`src/rtl/sseg_scan_decoder.sv`:
```
// Recovers hex digits from a multiplexed, active-low 7-segment scan.
// Captures each digit after it settles and publishes complete frames.
module sseg_scan_decoder #(
  parameter int SETTLE  = 16,
  parameter int TIMEOUT = 65536
) (
  input  logic       clk,
  input  logic       reset,
  input  logic [3:0] an,
  input  logic [6:0] sseg,
  input  logic       dp,
  input  logic       clr_err,
  output logic [3:0] dig0,
  output logic [3:0] dig1,
  output logic [3:0] dig2,
  output logic [3:0] dig3,
  output logic [3:0] dp_out,
  output logic       frame_valid,
  output logic       seg_err,
  output logic       an_err,
  output logic       stale
);

  typedef enum logic [1:0] {
    S_IDLE,
    S_SETTLE,
    S_HOLD
  } state_t;

  localparam int TW = $clog2(TIMEOUT + 1);
  localparam logic [TW-1:0] TO_MAX = TW'(TIMEOUT);
  localparam logic [7:0] S_LAST = 8'(SETTLE - 1);

  state_t r_state;
  state_t w_next;

  logic [11:0] w_in;
  logic [11:0] r_smp;
  logic [7:0]  r_cnt;
  logic [3:0]  r_mask;
  logic        r_bad;
  logic [3:0][3:0] r_sh;
  logic [3:0]  r_dsh;
  logic [3:0][3:0] r_dig;
  logic [3:0]  r_dpo;
  logic        r_fv;
  logic        r_serr;
  logic        r_aerr;
  logic [TW-1:0] r_to;

  logic [3:0] w_s_an;
  logic [6:0] w_s_seg;
  logic       w_s_dp;
  logic       w_chg;
  logic       w_an_chg;
  logic       w_oh_s;
  logic       w_oh_live;
  logic       w_idle_s;
  logic [1:0] w_idx;
  logic [4:0] w_dec;
  logic       w_ok;
  logic       w_cap;
  logic       w_aset;
  logic       w_full;
  logic       w_pub;
  logic [3:0] w_mask_nx;
  logic       w_bad_nx;

  function automatic logic f_onehot_low(input logic [3:0] a);
    return (a == 4'b1110) || (a == 4'b1101) ||
           (a == 4'b1011) || (a == 4'b0111);
  endfunction

  // {valid, value}; anything outside the table decodes as invalid
  function automatic logic [4:0] f_dec(input logic [6:0] s);
    case (s)
      7'h40:   f_dec = {1'b1, 4'h0};
      7'h79:   f_dec = {1'b1, 4'h1};
      7'h24:   f_dec = {1'b1, 4'h2};
      7'h30:   f_dec = {1'b1, 4'h3};
      7'h19:   f_dec = {1'b1, 4'h4};
      7'h12:   f_dec = {1'b1, 4'h5};
      7'h02:   f_dec = {1'b1, 4'h6};
      7'h78:   f_dec = {1'b1, 4'h7};
      7'h00:   f_dec = {1'b1, 4'h8};
      7'h10:   f_dec = {1'b1, 4'h9};
      7'h08:   f_dec = {1'b1, 4'hA};
      7'h03:   f_dec = {1'b1, 4'hB};
      7'h46:   f_dec = {1'b1, 4'hC};
      7'h21:   f_dec = {1'b1, 4'hD};
      7'h06:   f_dec = {1'b1, 4'hE};
      7'h0E:   f_dec = {1'b1, 4'hF};
      default: f_dec = 5'b0_0000;
    endcase
  endfunction

  assign w_in      = {an, sseg, dp};
  assign w_s_an    = r_smp[11:8];
  assign w_s_seg   = r_smp[7:1];
  assign w_s_dp    = r_smp[0];
  assign w_chg     = (w_in != r_smp);
  assign w_an_chg  = (an != w_s_an);
  assign w_oh_s    = f_onehot_low(w_s_an);
  assign w_oh_live = f_onehot_low(an);
  assign w_idle_s  = (w_s_an == 4'hF);
  assign w_dec     = f_dec(w_s_seg);
  assign w_ok      = w_dec[4];
  assign w_full    = (r_mask == 4'hF);
  assign w_pub     = w_full && !r_bad;

  always_comb begin
    w_idx = 2'd0;
    case (w_s_an)
      4'b1101: w_idx = 2'd1;
      4'b1011: w_idx = 2'd2;
      4'b0111: w_idx = 2'd3;
      default: w_idx = 2'd0;
    endcase
  end

  always_comb begin
    w_next = r_state;
    w_cap  = 1'b0;
    w_aset = 1'b0;
    unique case (r_state)
      S_IDLE: begin
        if (w_oh_s) begin
          w_next = S_SETTLE;
        end else if (!w_idle_s && !w_chg && r_cnt == S_LAST) begin
          w_aset = 1'b1;
        end
      end
      S_SETTLE: begin
        if (!w_oh_s) begin
          w_next = S_IDLE;
        end else if (!w_chg && r_cnt >= S_LAST) begin
          w_cap  = 1'b1;
          w_next = S_HOLD;
        end
      end
      S_HOLD: begin
        if (w_an_chg) begin
          w_next = w_oh_live ? S_SETTLE : S_IDLE;
        end
      end
      default: w_next = S_IDLE;
    endcase
  end

  // a capture in the completing cycle still lands in the new frame
  always_comb begin
    w_mask_nx = w_full ? 4'h0 : r_mask;
    w_bad_nx  = w_full ? 1'b0 : r_bad;
    if (w_cap) begin
      w_mask_nx[w_idx] = 1'b1;
      if (!w_ok) w_bad_nx = 1'b1;
    end
  end

  always_ff @(posedge clk or negedge reset) begin
    if (!reset) begin
      r_state <= S_IDLE;
      r_smp   <= '1;
      r_cnt   <= '0;
    end else begin
      r_state <= w_next;
      r_smp   <= w_in;
      if (w_chg) begin
        r_cnt <= '0;
      end else if (r_cnt != 8'hFF) begin
        r_cnt <= r_cnt + 8'd1;
      end
    end
  end

  always_ff @(posedge clk or negedge reset) begin
    if (!reset) begin
      r_mask <= '0;
      r_bad  <= 1'b0;
      r_sh   <= '0;
      r_dsh  <= '0;
    end else begin
      r_mask <= w_mask_nx;
      r_bad  <= w_bad_nx;
      if (w_cap) begin
        r_sh[w_idx]  <= w_ok ? w_dec[3:0] : 4'h0;
        r_dsh[w_idx] <= ~w_s_dp;
      end
    end
  end

  always_ff @(posedge clk or negedge reset) begin
    if (!reset) begin
      r_dig <= '0;
      r_dpo <= '0;
      r_fv  <= 1'b0;
      r_to  <= '0;
    end else begin
      r_fv <= w_pub;
      if (w_pub) begin
        r_dig <= r_sh;
        r_dpo <= r_dsh;
        r_to  <= '0;
      end else if (r_to != TO_MAX) begin
        r_to <= r_to + TW'(1);
      end
    end
  end

  // a new error outranks a simultaneous clear
  always_ff @(posedge clk or negedge reset) begin
    if (!reset) begin
      r_serr <= 1'b0;
      r_aerr <= 1'b0;
    end else begin
      if (w_cap && !w_ok) r_serr <= 1'b1;
      else if (clr_err)   r_serr <= 1'b0;
      if (w_aset)         r_aerr <= 1'b1;
      else if (clr_err)   r_aerr <= 1'b0;
    end
  end

  assign dig0        = r_dig[0];
  assign dig1        = r_dig[1];
  assign dig2        = r_dig[2];
  assign dig3        = r_dig[3];
  assign dp_out      = r_dpo;
  assign frame_valid = r_fv;
  assign seg_err     = r_serr;
  assign an_err      = r_aerr;
  assign stale       = (r_to == TO_MAX);

endmodule

```
`config.mk`:
```
export PLATFORM = sky130hd
export DESIGN_NAME = sseg_scan_decoder
export DESIGN_NICKNAME = d
export VERILOG_FILES = /design/src/rtl/sseg_scan_decoder.sv
export SDC_FILE = /design/constraint.sdc
export NUM_CORES = 1
export LEC_CHECK = 0
export CAP_MARGIN = 20
export CORE_MARGIN = 3
export CORE_UTILIZATION = 35
export DETAILED_ROUTE_END_ITERATION = 12
export PLACE_DENSITY = 0.5
export SYNTH_ARGS = -nofsm -noshare
export SYNTH_HDL_FRONTEND = slang
export SYNTH_SLANG_ARGS = --single-unit
```
`constraint.sdc`:
```
create_clock -name clk -period 6.5 [get_ports clk]
set_clock_uncertainty 0.1 [all_clocks]
set_input_delay 1.3 -clock clk [delete_from_list [all_inputs] [get_ports clk]]
set_output_delay 1.3 -clock clk [all_outputs]
set_load 0.1 [all_outputs]
```
==> summary.txt <==
Status -> complete, no violations
Fin. max-slew vios -> 0
Async set or reset register ratio after synthesis -> 100.0%
CTS tree -> done
Cell count after synthesis -> 370
Area leader, netlist -> dfrtp_1
Maximum vdd drop -> 0.0001332 V
DP Area -> 0.004639 sq mm
Synth unique cells -> 51
Final Cell Area -> 0.004972 sq mm
I/O Buffers -> 38
Share of layout cells above drive strength 1 -> 18.32%
Max Cap Viol -> 0
Initial core utilization -> 36.22%
CP max FO -> 5
Core region area -> 0.01152 sq mm
Syn nets -> 388
Hold Crit Class -> flip-flop to flip-flop
Top-count cell post-synth -> dfrtp_1
Main area contributors after synthesis -> dfrtp_1 45%, dfstp_2 7.6%, mux2_2 7.3%
Synth Area per Inst -> 11.27 sq um
Cell Chain, Critical Path -> inv_1 > ha_1 > nor4b_1 > nand4_1 > inv_1 > clkdlybuf4s50_1
F_max -> 241.5 MHz
Initial antenna violation count -> 0
Mapped Area -> 0.004172 sq mm
Ant diodes -> 0
Drt first pass iters -> 4
Synthesis-stage register bit count -> 87
Post-synth top flop -> dfrtp_1
Commonest cells post-synth -> 75 x dfrtp_1, 33 x nor2_1, 27 x mux2_2
Largest net degree at the start of global routing -> 51
Via-per-instance ratio -> 5.112
Residual DRC count -> 0
Cells resized by post-CTS repair -> 0
RSZ-0062 raised after global routing -> no
Via count -> 2796
Crit path buf inv count -> 3
Area growth from synthesis to layout -> 19.20%
PwrDens -> 238.3 mW/mm^2
Total grt overflow -> 0
Setup TNS -> 0 ps
ANT nets after route -> 0
CTS H-tree lvls -> 3
Crit path max-delay family -> buffers and inverters
CTS Root Cell -> clkbuf_16
Total CTS buffers -> 9
IO Pins -> 39
Yosys warning total -> 0
Die extent in y -> 115.2 um
Starting DRC count in detailed routing -> 111
CTS Hold Buffers Added -> 0
Clk pin slew, worst setup/hold paths -> 60 ps
Gr usage total -> 13.55%
Slew margin rel. -> 34.65%
Vias in the first global route -> 2660
EDFF count, synth -> 0
Fin crit share -> 63.71%
Clk buf depth -> 2
Setup violations, final -> 0
Final wirelength -> 8215 um
CTS sink cnt -> 87
Leak pwr -> 2.211 nW
Crit Path Class -> flip-flop to primary output
Crit path launch type -> flip-flop
WL/cell -> 15.02 um
Critical path endpoint category -> primary output
HPWL Detailed -> 5528 um
Fin nets -> 417
Period minus WS final -> 4141 ps
Final Hold Fails -> 0
Postcts setup bufs -> 0
First-pass GRT wire length -> 13880 um
Critical Path RT -> 5100 ps
Gpl congestion -> 0.7657
CP max stage cell -> clkdlybuf4s50_1
Sequential fraction of the synthesis area -> 52.55%
Share of the synthesized area in the top cell type -> 44.99%
Worst Tran Pin Value -> 977.2 ps
Die ar. -> 0.01326 sq mm
# rows -> 39
Most used cell along the critical path -> inv_1
Arr. time, crit path -> 2740 ps
Worst path max stage delay -> 1130 ps
Worst skew pair latency -> 340 ps
Die width -> 115.2 um
-- power by group --
group | switching (mW) | internal (mW)
clock network | 0.213 | 0.357
registers | 0.0144 | 0.551
logic | 0.0280 | 0.0222
-- cell families after synthesis --
| family | count (synthesis) | share of synthesized area [%] |
|---|---|---|
| adders and majority gates | 4 | 1.140 |
| xor gates and xnor gates | 32 | 6.719 |
| DFF | 87 | 52.55 |
| buffers and inverters | 36 | 3.809 |
| AOI/OAI and AO/OA | 41 | 6.479 |
| muxes | 41 | 11.64 |
| and+or+nand+nor | 129 | 17.67 |
-- metal layers --
| layer | up-vias | part of all wire [%] | GRT usage [%] |
|---|---|---|---|
| li1 | 1375 | - | - |
| met1 | 1350 | 50 | 18.68 |
| met2 | 60 | 44 | 19.68 |
| met3 | 11 | 3.2 | 2.737 |
| met4 | 0 | 2.6 | 8.059 |
| met5 | - | 0 | 0 |
-- worst reg2reg max path, stage by stage (launching register included) --
cell and delay (ps):
dfstp_2 700, xor2_1 120, nor4_1 380, nand3_2 380, or4_1 810, mux2_4 370
-- state kept, by name, indices dropped and copies added, names as in the netlist, 4 cells and up --
signal and flops:
r_smp 12, dig1 4, dig3 4, dig2 4
r_mask 4, r_cnt 8, r_dsh 4, dig0 4
r_sh 16, dp_out 4, r_to 17
-- cells in the final DEF, fill, tap and decap left out, drive strengths merged, types with 4 or more instances in the layout --
| cell | n |
|---|---|
| nand3 | 13 |
| xor2 | 24 |
| clkbuf | 11 |
| and3 | 7 |
| clkdlybuf4s50 | 37 |
| inv | 14 |
| nor3b | 5 |
| xnor2 | 8 |
| or3 | 6 |
| nand4b | 6 |
| dfstp | 12 |
| nor4 | 8 |
| nand2 | 18 |
| a21oi | 9 |
| nor2 | 33 |
| dfrtp | 75 |
| mux2 | 36 |
| nand4 | 8 |
| o21ai | 10 |
| or4 | 4 |
| nor3 | 7 |
| mux2i | 5 |
-- final cells by class --
class                           instances  area [sq um]
Tap cell                              143         178.9
Clock buffer                           11         252.7
Fill cell                            1119          6544
Sequential cell                        87          2192
Timing Repair Buffer                   40         392.9
Inverter                               14         52.55
Clock inverter                          5         80.08
Multi-Input combinational cell        247          1823
-- worst paths after layout --
check                      startpoint   endpoint  slack [ps]  depth (start not counted)
max                           r_to[0]      stale        2360                          6
min                         r_mask[3]  r_mask[3]         370                          2
max reg2reg                  r_smp[4]    r_sh[2]        3540                          5
min reg2reg                 r_mask[3]  r_mask[3]         370                          2
max in group asynchronous       reset  dp_out[0]        4460                          2
min in group asynchronous       reset   r_to[16]         820                          1
-- stage by stage --
stage          util, %  hold WS (ps)  total power, mW  worst slack [ps]  instances
6_report         43.18         373.0            1.185              2359        547
5_1_grt          43.18         404.7            1.234              2171        547
4_1_cts          43.18         379.1            1.207              2313        547
3_5_place_dp     40.29         360.9           0.6263              2354        531
3_3_place_gp     40.29         363.4           0.6255              2350        531
2_1_floorplan        -         338.4           0.5980              3374        370
No activity file was read; power rests on OpenSTA's default activity.
